$ cat config.mk
export PLATFORM = sky130hd
export DESIGN_NAME = input_debouncer
export DESIGN_NICKNAME = d
export VERILOG_FILES = /design/src/rtl/input_debouncer.sv
export SDC_FILE = /design/constraint.sdc
export NUM_CORES = 1
export LEC_CHECK = 0
export CORE_MARGIN = 3
export CORE_UTILIZATION = 52
export CTS_CLUSTER_DIAMETER = 30
export DETAILED_ROUTE_END_ITERATION = 6
export PLACE_DENSITY_LB_ADDON = 0.25
export RECOVER_POWER = 25
export SYNTH_ARGS = -nofsm -noshare
export SYNTH_HDL_FRONTEND = slang
export SYNTH_SLANG_ARGS = --single-unit
$ cat constraint.sdc
create_clock -name clk -period 2.25 [get_ports clk]
set_clock_uncertainty 0.05 [all_clocks]
set_input_delay 0.45 -clock clk [delete_from_list [all_inputs] [get_ports clk]]
set_output_delay 0.45 -clock clk [all_outputs]
set_load 0.05 [all_outputs]
$ cat src/rtl/input_debouncer.sv
// rtl/input_debouncer.sv - synchronizer plus four-state debouncer with saturating glitch counter
//
// Ports:
//   clk          rising-edge clock
//   rst          synchronous, active-high reset
//   signal_in    raw asynchronous, possibly bouncing level
//   glitch_clr   synchronous clear of glitch_count (wins over a same-edge glitch)
//   signal_out   registered debounced level (1 in HIGH and WAIT_LOW)
//   busy         registered, 1 while a candidate transition is being qualified
//   glitch_count registered saturating count of aborted qualifications
module input_debouncer #(
    parameter int SYNC_STAGES     = 2,
    parameter int DEBOUNCE_CYCLES = 16,
    parameter int GLITCH_W        = 8
) (
    input  logic                clk,
    input  logic                rst,
    input  logic                signal_in,
    input  logic                glitch_clr,
    output logic                signal_out,
    output logic                busy,
    output logic [GLITCH_W-1:0] glitch_count
);

    // Counter holds values up to DEBOUNCE_CYCLES inclusive, so it never wraps.
    localparam int CW = (DEBOUNCE_CYCLES < 2) ? 1 : $clog2(DEBOUNCE_CYCLES + 1);
    localparam logic [CW-1:0] CNT_DONE = CW'(DEBOUNCE_CYCLES);

    typedef enum logic [1:0] {
        LOW       = 2'd0,
        WAIT_HIGH = 2'd1,
        HIGH      = 2'd2,
        WAIT_LOW  = 2'd3
    } state_t;

    logic [SYNC_STAGES-1:0] sync_q;
    logic                   s;
    state_t                 state, state_next;
    logic [CW-1:0]          cnt, cnt_next, cnt_inc;
    logic                   glitch_hit;

    // Synchronizer chain; only its last stage is visible to the FSM.
    always_ff @(posedge clk) begin
        if (rst) begin
            sync_q <= '0;
        end else begin
            sync_q <= {sync_q[SYNC_STAGES-2:0], signal_in};
        end
    end

    assign s = sync_q[SYNC_STAGES-1];

    always_comb begin
        state_next = state;
        cnt_next   = '0;
        cnt_inc    = cnt + CW'(1);
        glitch_hit = 1'b0;
        case (state)
            LOW: begin
                if (s) begin
                    if (DEBOUNCE_CYCLES == 1) begin
                        state_next = HIGH;
                    end else begin
                        state_next = WAIT_HIGH;
                        cnt_next   = CW'(1);
                    end
                end
            end
            WAIT_HIGH: begin
                if (s) begin
                    if (cnt_inc == CNT_DONE) begin
                        state_next = HIGH;
                    end else begin
                        cnt_next = cnt_inc;
                    end
                end else begin
                    state_next = LOW;
                    glitch_hit = 1'b1;
                end
            end
            HIGH: begin
                if (!s) begin
                    if (DEBOUNCE_CYCLES == 1) begin
                        state_next = LOW;
                    end else begin
                        state_next = WAIT_LOW;
                        cnt_next   = CW'(1);
                    end
                end
            end
            WAIT_LOW: begin
                if (!s) begin
                    if (cnt_inc == CNT_DONE) begin
                        state_next = LOW;
                    end else begin
                        cnt_next = cnt_inc;
                    end
                end else begin
                    state_next = HIGH;
                    glitch_hit = 1'b1;
                end
            end
            default: begin
                state_next = LOW;
            end
        endcase
    end

    // Outputs are registered from the next-state decode so they come straight from flops.
    always_ff @(posedge clk) begin
        if (rst) begin
            state      <= LOW;
            cnt        <= '0;
            signal_out <= 1'b0;
            busy       <= 1'b0;
        end else begin
            state      <= state_next;
            cnt        <= cnt_next;
            signal_out <= (state_next == HIGH) || (state_next == WAIT_LOW);
            busy       <= (state_next == WAIT_HIGH) || (state_next == WAIT_LOW);
        end
    end

    always_ff @(posedge clk) begin
        if (rst || glitch_clr) begin
            glitch_count <= '0;
        end else if (glitch_hit && (glitch_count != {GLITCH_W{1'b1}})) begin
            glitch_count <= glitch_count + GLITCH_W'(1);
        end
    end

endmodule
==> results of run 1 <==
## state kept, by name, indices dropped and copies added, names as in the netlist
register      count
glitch_count      8
busy              1
sync_q            2
signal_out        1
cnt               5
state             1
## report_power, final
part | switching [uW] | total [uW] | internal (uW)
Combinational | 10.6 | 20.8 | 10.2
Clock | 98.7 | 198 | 98.8
Sequential | 2.43 | 324 | 322
## area by class of cell
| cell class | count | area share |
|---|---|---|
| clock buffer | 4 | 0.0382 |
| inverter | 1 | 0.00395 |
| multi-input combinational | 61 | 0.418 |
| sequential | 18 | 0.379 |
| tap | 15 | 0.0197 |
| timing repair buffer | 14 | 0.141 |
## cell usage after synthesis, types with 2 or more instances
| master | count |
|---|---|
| a21oi_1 | 6 |
| dfxtp_1 | 18 |
| ha_1 | 2 |
| mux2i_1 | 2 |
| nand2_1 | 5 |
| nand3_1 | 6 |
| nor2_1 | 7 |
| nor2b_1 | 4 |
| o211ai_1 | 3 |
| o21a_1 | 2 |
| o21ai_0 | 4 |
| or3_1 | 4 |
| or4_1 | 2 |
| xor2_1 | 3 |
## cell families after synthesis
kind of cell | Yosys count | synth area share
buf+inv | 2 | 0.0114
compound gates | 18 | 0.150
simple gates | 34 | 0.243
flops | 18 | 0.470
mux | 2 | 0.0261
xor+xnor | 5 | 0.0669
fa+ha+maj | 2 | 0.0326
## metrics by stage
step                      std cells  utilization
after floorplan                  81            -
after CTS                       113        0.707
after detailed placement        109        0.680
final                           113        0.704
after global placement          109        0.680
after global routing            113        0.704
## routing by layer
| layer | vias to the layer above | global-route usage |
|---|---|---|
| li1 | 329 | - |
| met1 | 284 | 0.199 |
| met2 | 29 | 0.262 |
| met3 | 4 | 0.0772 |
| met4 | 0 | 0.0904 |
| met5 | - | 0 |
## worst max path at each step
stage | depth (start not counted) | start | endpoint
finish | 1 | glitch_count[2] | glitch_count[2]
global route | 1 | glitch_count[2] | glitch_count[2]
CTS | 1 | glitch_count[2] | glitch_count[2]
detailed placement | 4 | glitch_clr | glitch_count[6]
global placement | 4 | glitch_clr | glitch_count[6]
floorplan | 4 | glitch_count[2] | glitch_count[7]
## layout by cell type (no fill, tap or decap), drive strengths merged
| cell type | synthesis | final |
|---|---|---|
| or3 | 4 | 4 |
| o211ai | 4 | 4 |
| nor2b | 4 | 4 |
| and3 | 1 | 1 |
| or3b | 1 | 1 |
| ha | 2 | 2 |
| clkbuf | 1 | 5 |
| mux2i | 2 | 2 |
| or2 | 1 | 1 |
| dfxtp | 18 | 18 |
| xnor2 | 2 | 2 |
| nand3 | 6 | 6 |
| or4 | 2 | 2 |
| a21boi | 1 | 1 |
| nor2 | 7 | 7 |
| xor2 | 3 | 3 |
| and2 | 1 | 1 |
| o21a | 2 | 2 |
| o21ai | 4 | 4 |
| nand2 | 5 | 5 |
| nand4 | 2 | 2 |
| o31ai | 1 | 1 |
| a21oi | 6 | 6 |
| dlygate4sd3 | 0 | 1 |
| clkdlybuf4s50 | 0 | 12 |
| inv | 1 | 1 |
==> flow_summary.json, run 1 <==
{
  "status": "finished clean",
  "cp_cell_sequence": "clkdlybuf4s50_1",
  "chipHeight_um": 44.4,
  "regArea_sq_um": 360,
  "min_period_ns": 2.11,
  "start_util": 0.568,
  "routed_wl_um": 1460,
  "gp_congestion": 0.736,
  "grt.total_usage": 0.171,
  "async_flop_share": 0,
  "vias_per_cell": 5.72,
  "cp_data_required_time_ns": 1.75,
  "hp-class": "reg2reg",
  "yosysTopAreaCell": "dfxtp_1",
  "maxSlewHeadroom": 0.667,
  "cts_setup_buffers": 0,
  "drive_gt1_frac": 0.0918,
  "antenna_found_initial": 0,
  "cts-resized-gates": 0,
  "pre_cts_slack_ns": 0.307,
  "slowest_stage": "clkdlybuf4s50_1",
  "grt_pass1_wl_um": 2330,
  "multiInputGateArea_sq_um": 398,
  "crit_fanout": 6,
  "syn_nets": 87,
  "critPathKind": "reg2out",
  "pin_count": 14,
  "cts_tree": "done",
  "nets": 105,
  "path_clk_slew_ns": 0.10,
  "syn_inst": 81,
  "clock_insertion_delay_worst_skew_ns": 0.30,
  "drtIter0Drc": 24,
  "end_kind": "output port",
  "critPathLaunchType": "register",
  "avgSynthCellArea_sq_um": 9.47,
  "r2r_cells": 5,
  "maxUsedRoutingLayer": "met4",
  "wl_per_cell_um": 12.9,
  "drc_errors": 0,
  "cts_buffers": 3,
  "grt_max_degree": 11,
  "ys_seq_area_frac": 0.470,
  "fin_hold_ws_ns": 0.399,
  "synthesis.area_sq_um": 767,
  "grt_pass1_vias": 542,
  "r2r_slack_ns": 0.51,
  "setup_tns_ns": 0,
  "placed_area_sq_um": 918,
  "total_power_uw": 543,
  "synth_flop_cell": "dfxtp_1",
  "cts.path.max_buffers": 2,
  "place_hpwl_um": 1040,
  "synth_seq_cells": 18,
  "whs_endpoint": "sync_q[1]",
  "ant_nets": 0,
  "coreArea_sq_um": 1350,
  "fin_crit_sh": 0.938,
  "diodes": 0,
  "yosysWarnings": 0,
  "worstHoldStart": "sync_q[0]",
  "ys_types": 27,
  "dr_wl_met2_um": 665,
  "r2r_end": "glitch_count[5]",
  "hold_viol": 0,
  "hold_buffers": 0,
  "wl_met1_um": 669,
  "critPathTopFamily": "buffers and inverters",
  "cpPeakStageDelay_ns": 0.85,
  "fmax_mhz": 474,
  "grt-ovfl-total": 0,
  "synth_area_leaders": "dfxtp_1 (47%), a21oi_1 (3.9%), nand3_1 (3.9%), nor2_1 (3.4%), xor2_1 (3.4%)",
  "die_w_um": 44.4,
  "peakVddDrop_v": 0.000375,
  "worstMarginPinSlew_ns": 0.498,
  "num_vias": 646,
  "cts.sinks": 18,
  "min_path_cells": 1,
  "crit_arrival_ns": 1.61,
  "synth_top_area_frac": 0.470,
  "rsz0062_at_grt": "no",
  "die_area_sq_um": 1970,
  "clockRootBuffer": "clkbuf_4",
  "drt_pass1_iterations": 4,
  "place.port_buffers": 13,
  "crit_buf_inv": 1,
  "met3_length_um": 100,
  "fill_cells": 105,
  "p_leak_uw": 0.000340,
  "slew_violations": 0,
  "rows": 13,
  "fin_ws_ns": 0.140,
  "h-tree-depth": 1,
  "finalSetupViolCount": 0,
  "timing.rr.start": "glitch_count[0]",
  "area_growth_pct": 24.0,
  "powerDensity_nw_per_um2": 571,
  "cap_violations": 0,
  "synth_edf_count": 0,
  "postLayoutCellArea_sq_um": 951
}
No activity file was read; power rests on OpenSTA's default activity.
==> inputs of run 2 (changes only) <==
--- a/config.mk
+++ b/config.mk
@@ -5,7 +5,7 @@
 export SDC_FILE = /design/constraint.sdc
 export NUM_CORES = 1
 export LEC_CHECK = 0
-export CORE_MARGIN = 3
+export CORE_MARGIN = 2
 export CORE_UTILIZATION = 52
 export CTS_CLUSTER_DIAMETER = 30
 export DETAILED_ROUTE_END_ITERATION = 6
==> run 2 against run 1 <==
  * Highest routed layer unchanged
  * Critical endpoint unchanged
  * Final cell count is the same
  * Largest cell class unchanged
  * Non-clock buffer count unchanged
  * Clock-buffer cell count did not move
  * Cell area did not move
  * Die area decreased by 8.8%
==> flow_summary.json, run 2 (synthesized netlist as in run 1, its figures left out) <==
{
  "maxSlewHeadroom": 0.666,
  "ant_nets": 0,
  "place.port_buffers": 13,
  "finalSetupViolCount": 0,
  "vias_per_cell": 5.56,
  "drive_gt1_frac": 0.0918,
  "r2r_end": "glitch_count[5]",
  "hold_viol": 0,
  "layout_commonest_cell": "dfxtp_1",
  "path_clk_slew_ns": 0.11,
  "nets": 105,
  "mostFrequentLayoutCells": "dfxtp_1 (18), clkdlybuf4s50_1 (12), nor2_1 (7)",
  "die_w_um": 42.4,
  "grt_max_degree": 11,
  "clock_insertion_delay_worst_skew_ns": 0.30,
  "start_util": 0.575,
  "routed_wl_um": 1410,
  "area_growth_pct": 24.0,
  "fin_crit_sh": 0.936,
  "grt.total_usage": 0.167,
  "num_vias": 628,
  "fill_cells": 102,
  "cts.path.max_buffers": 2,
  "diodes": 0,
  "cts_buffers": 3,
  "total_power_uw": 553,
  "clockRootBuffer": "clkbuf_4",
  "p_leak_uw": 0.000340,
  "rows": 13,
  "wl_per_cell_um": 12.5,
  "r2r_slack_ns": 0.54,
  "hold_buffers": 0,
  "cts.sinks": 18,
  "cpPeakStageDelay_ns": 0.85,
  "reg_top3": "glitch_count: 8 flops, cnt: 5 flops, sync_q: 2 flops",
  "drt_pass1_iterations": 4,
  "multiInputGateArea_sq_um": 398,
  "slew_violations": 0,
  "coreArea_sq_um": 1330,
  "worstMarginPinSlew_ns": 0.499,
  "timing.rr.start": "glitch_count[0]",
  "pin_count": 14,
  "end_kind": "output port",
  "critPathTopFamily": "buffers and inverters",
  "cp_cell_sequence": "clkdlybuf4s50_1",
  "grt_pass1_wl_um": 2240,
  "gp_congestion": 0.774,
  "slowest_stage": "clkdlybuf4s50_1",
  "crit_arrival_ns": 1.61,
  "h-tree-depth": 1,
  "fmax_mhz": 475,
  "min_path_cells": 1,
  "worstHoldStart": "sync_q[0]",
  "cap_violations": 0,
  "chipHeight_um": 42.4,
  "critPathLaunchType": "register",
  "grt-ovfl-total": 0,
  "grt_pass1_vias": 523,
  "rsz0062_at_grt": "no",
  "critPathKind": "reg2out",
  "hp-class": "reg2reg",
  "whs_endpoint": "sync_q[1]",
  "placed_area_sq_um": 918,
  "antenna_found_initial": 0,
  "min_period_ns": 2.11,
  "drc_errors": 0,
  "cts-resized-gates": 0,
  "place_hpwl_um": 1000,
  "crit_fanout": 6,
  "powerDensity_nw_per_um2": 581,
  "cp_data_required_time_ns": 1.75,
  "cts_tree": "done",
  "r2r_cells": 5,
  "drtIter0Drc": 18,
  "top_register": "glitch_count",
  "setup_tns_ns": 0,
  "peakVddDrop_v": 0.000379,
  "postLayoutCellArea_sq_um": 951,
  "status": "finished clean",
  "cts_setup_buffers": 0,
  "regArea_sq_um": 360,
  "crit_buf_inv": 1,
  "largest_reg_flops": 8,
  "die_area_sq_um": 1800
}
-- run 2: cell counts in the layout (fill, tap and decap cells not counted) --
Identical to the previous run, type by type.
-- run 2: cell type report --
cell class	count	area share
multi-input combinational	61	0.418
timing repair buffer	14	0.141
tap	15	0.0197
inverter	1	0.00395
clock buffer	4	0.0382
sequential	18	0.379
-- run 2: layer usage --
metal | vias to the layer above | global-route usage | share of wire
met4 | 0 | 0.0938 | 0.025
met1 | 281 | 0.217 | 0.49
met2 | 17 | 0.243 | 0.43
li1 | 325 | - | -
met3 | 5 | 0.0517 | 0.050
met5 | - | 0 | 0
-- run 2: worst max-delay path by stage --
stage / start / endpoint / slack, ns / cells past startpoint
6_report: glitch_count[2] / glitch_count[2] / 0.14 / 1
5_1_grt: glitch_count[2] / glitch_count[2] / 0.10 / 1
4_1_cts: glitch_count[2] / glitch_count[2] / 0.13 / 1
3_5_place_dp: glitch_clr / glitch_count[6] / 0.31 / 4
3_3_place_gp: glitch_clr / glitch_count[6] / 0.33 / 4
2_1_floorplan: glitch_count[2] / glitch_count[7] / 0.38 / 4
-- run 2: metrics by stage --
| stage | util | hold WS (ns) | std cells | worst slack, ns |
|---|---|---|---|---|
| 4_1_cts | 0.716 | 0.412 | 113 | 0.133 |
| 5_1_grt | 0.713 | 0.412 | 113 | 0.103 |
| 3_3_place_gp | 0.689 | 0.389 | 109 | 0.333 |
| 6_report | 0.713 | 0.408 | 113 | 0.144 |
| 3_5_place_dp | 0.689 | 0.386 | 109 | 0.307 |
| 2_1_floorplan | - | 0.364 | 81 | 0.382 |
-- run 2: where the power goes --
part | switching [uW] | internal (uW)
clock network | 108 | 98.9
registers | 2.52 | 322
logic | 11.1 | 10.3
==> inputs of run 3 (changes only) <==
--- a/config.mk
+++ b/config.mk
@@ -6,7 +6,7 @@
 export NUM_CORES = 1
 export LEC_CHECK = 0
 export CORE_MARGIN = 2
-export CORE_UTILIZATION = 52
+export CORE_UTILIZATION = 49
 export CTS_CLUSTER_DIAMETER = 30
 export DETAILED_ROUTE_END_ITERATION = 6
 export PLACE_DENSITY_LB_ADDON = 0.25
==> constraint.sdc (replaced) <==
create_clock -name clk -period 2.18 [get_ports clk]
set_clock_uncertainty 0.05 [all_clocks]
set_input_delay 0.436 -clock clk [delete_from_list [all_inputs] [get_ports clk]]
set_output_delay 0.436 -clock clk [all_outputs]
set_load 0.05 [all_outputs]
==> run 3 against run 2 <==
  * Critical path depth stayed put
  * Wire length is 4.2% lower
  * First-iteration DRC count is 44% lower
  * Critical path type unchanged
  * Sequential share of layout area is 0.20 points higher
  * Final cell count is 0.88% higher
  * Die area is 5.5% higher
  * Register-to-register slack worse by 0.06 ns
  * Sequential cell count stayed put
  * Clock-buffer cell count is 1 lower
  * Largest power group unchanged
  * Cell area is 0.53% lower
  * Sequential power is 3% higher
  * Combinational power hardly changed
==> flow_summary.json, run 3 (synthesized netlist as in run 1, its figures left out) <==
{
  "status": "finished clean",
  "mostFrequentLayoutCells": "dfxtp_1 (18), clkdlybuf4s50_1 (12), nor2_1 (7)",
  "fmax_mhz": 490,
  "hp-class": "reg2reg",
  "grt_pass1_vias": 534,
  "ant_nets": 0,
  "placed_area_sq_um": 927,
  "drc_errors": 0,
  "critPathTopFamily": "buffers and inverters",
  "r2r_end": "glitch_count[5]",
  "slew_violations": 0,
  "multiInputGateArea_sq_um": 398,
  "r2r_slack_ns": 0.48,
  "worstMarginPinSlew_ns": 0.495,
  "crit_fanout": 6,
  "cpPeakStageDelay_ns": 0.83,
  "die_w_um": 43.6,
  "critPathKind": "reg2out",
  "hold_viol": 0,
  "rsz0062_at_grt": "no",
  "wl_per_cell_um": 11.9,
  "grt_pass1_wl_um": 2270,
  "fill_cells": 139,
  "h-tree-depth": 1,
  "nets": 106,
  "routed_wl_um": 1350,
  "layout_commonest_cell": "dfxtp_1",
  "chipHeight_um": 43.6,
  "largest_reg_flops": 8,
  "whs_endpoint": "sync_q[1]",
  "clockRootBuffer": "clkbuf_4",
  "cts.path.max_buffers": 2,
  "cp_num_cells": 1,
  "start_util": 0.515,
  "cap_violations": 0,
  "drive_gt1_frac": 0.0918,
  "regArea_sq_um": 360,
  "rows": 14,
  "utilization": 0.635,
  "r2r_cells": 5,
  "diodes": 0,
  "peakVddDrop_v": 0.000418,
  "grt_max_degree": 11,
  "pin_count": 14,
  "hold_buffers": 0,
  "powerDensity_nw_per_um2": 551,
  "end_kind": "output port",
  "reg_top3": "glitch_count: 8 flops, cnt: 5 flops, sync_q: 2 flops",
  "num_vias": 636,
  "cp_cell_sequence": "clkdlybuf4s50_1",
  "crit_buf_inv": 1,
  "grt.total_usage": 0.161,
  "path_clk_slew_ns": 0.10,
  "p_leak_uw": 0.000338,
  "maxSlewHeadroom": 0.669,
  "drt_pass1_iterations": 4,
  "fin_crit_sh": 0.937,
  "clock_insertion_delay_worst_skew_ns": 0.29,
  "top_register": "glitch_count",
  "worstHoldStart": "sync_q[0]",
  "die_area_sq_um": 1900,
  "cts_setup_buffers": 0,
  "place_hpwl_um": 978,
  "setup_tns_ns": 0,
  "postLayoutCellArea_sq_um": 946,
  "coreArea_sq_um": 1490,
  "min_path_cells": 1,
  "antenna_found_initial": 0,
  "critPathLaunchType": "register",
  "cts_tree": "done",
  "met3_length_um": 35,
  "crit_arrival_ns": 1.56,
  "slowest_stage": "clkdlybuf4s50_1",
  "finalSetupViolCount": 0,
  "grt-ovfl-total": 0,
  "min_period_ns": 2.04,
  "drtIter0Drc": 10,
  "cts.sinks": 18,
  "cts-resized-gates": 0,
  "wl_met1_um": 694,
  "gp_congestion": 0.733,
  "cts_buffers": 3,
  "area_growth_pct": 23.3,
  "dr_wl_met2_um": 587,
  "cp_data_required_time_ns": 1.69,
  "place.port_buffers": 13,
  "vias_per_cell": 5.58,
  "timing.rr.start": "glitch_count[0]",
  "maxUsedRoutingLayer": "met4"
}
[run 3: final cells by class]
| class | instances | share of cell area |
|---|---|---|
| multi-input combinational | 61 | 0.421 |
| sequential | 18 | 0.381 |
| timing repair buffer | 15 | 0.149 |
| clock buffer | 3 | 0.0238 |
| tap | 16 | 0.0212 |
| inverter | 1 | 0.00397 |
[run 3: metrics by stage]
stage	total power (uW)	hold slack, ns	worst slack [ns]	std cells
after floorplan	354	0.364	0.312	81
after global placement	365	0.382	0.279	111
after detailed placement	365	0.394	0.262	111
after CTS	525	0.409	0.138	114
after global routing	536	0.434	0.0863	114
final	521	0.409	0.138	114
[run 3: worst max path at each step]
| stage | endpoint | startpoint |
|---|---|---|
| final | glitch_count[3] | glitch_count[3] |
| after detailed placement | glitch_count[6] | glitch_clr |
| after global placement | glitch_count[6] | glitch_clr |
| after CTS | glitch_count[3] | glitch_count[3] |
| after global routing | glitch_count[3] | glitch_count[3] |
| after floorplan | glitch_count[7] | glitch_count[2] |
[run 3: power breakdown]
part	total, uW	leakage (uW)	switching, uW	internal, uW
clock network	165	0.0000138	100	64.4
logic	21.6	0.000178	11.1	10.5
registers	335	0.000146	2.59	332
[run 3: per-layer routing]
metal / GRT usage / vias up
met2: 0.229 / 10
met5: 0 / -
met4: 0.109 / 0
li1: - / 328
met3: 0.0250 / 5
met1: 0.224 / 293
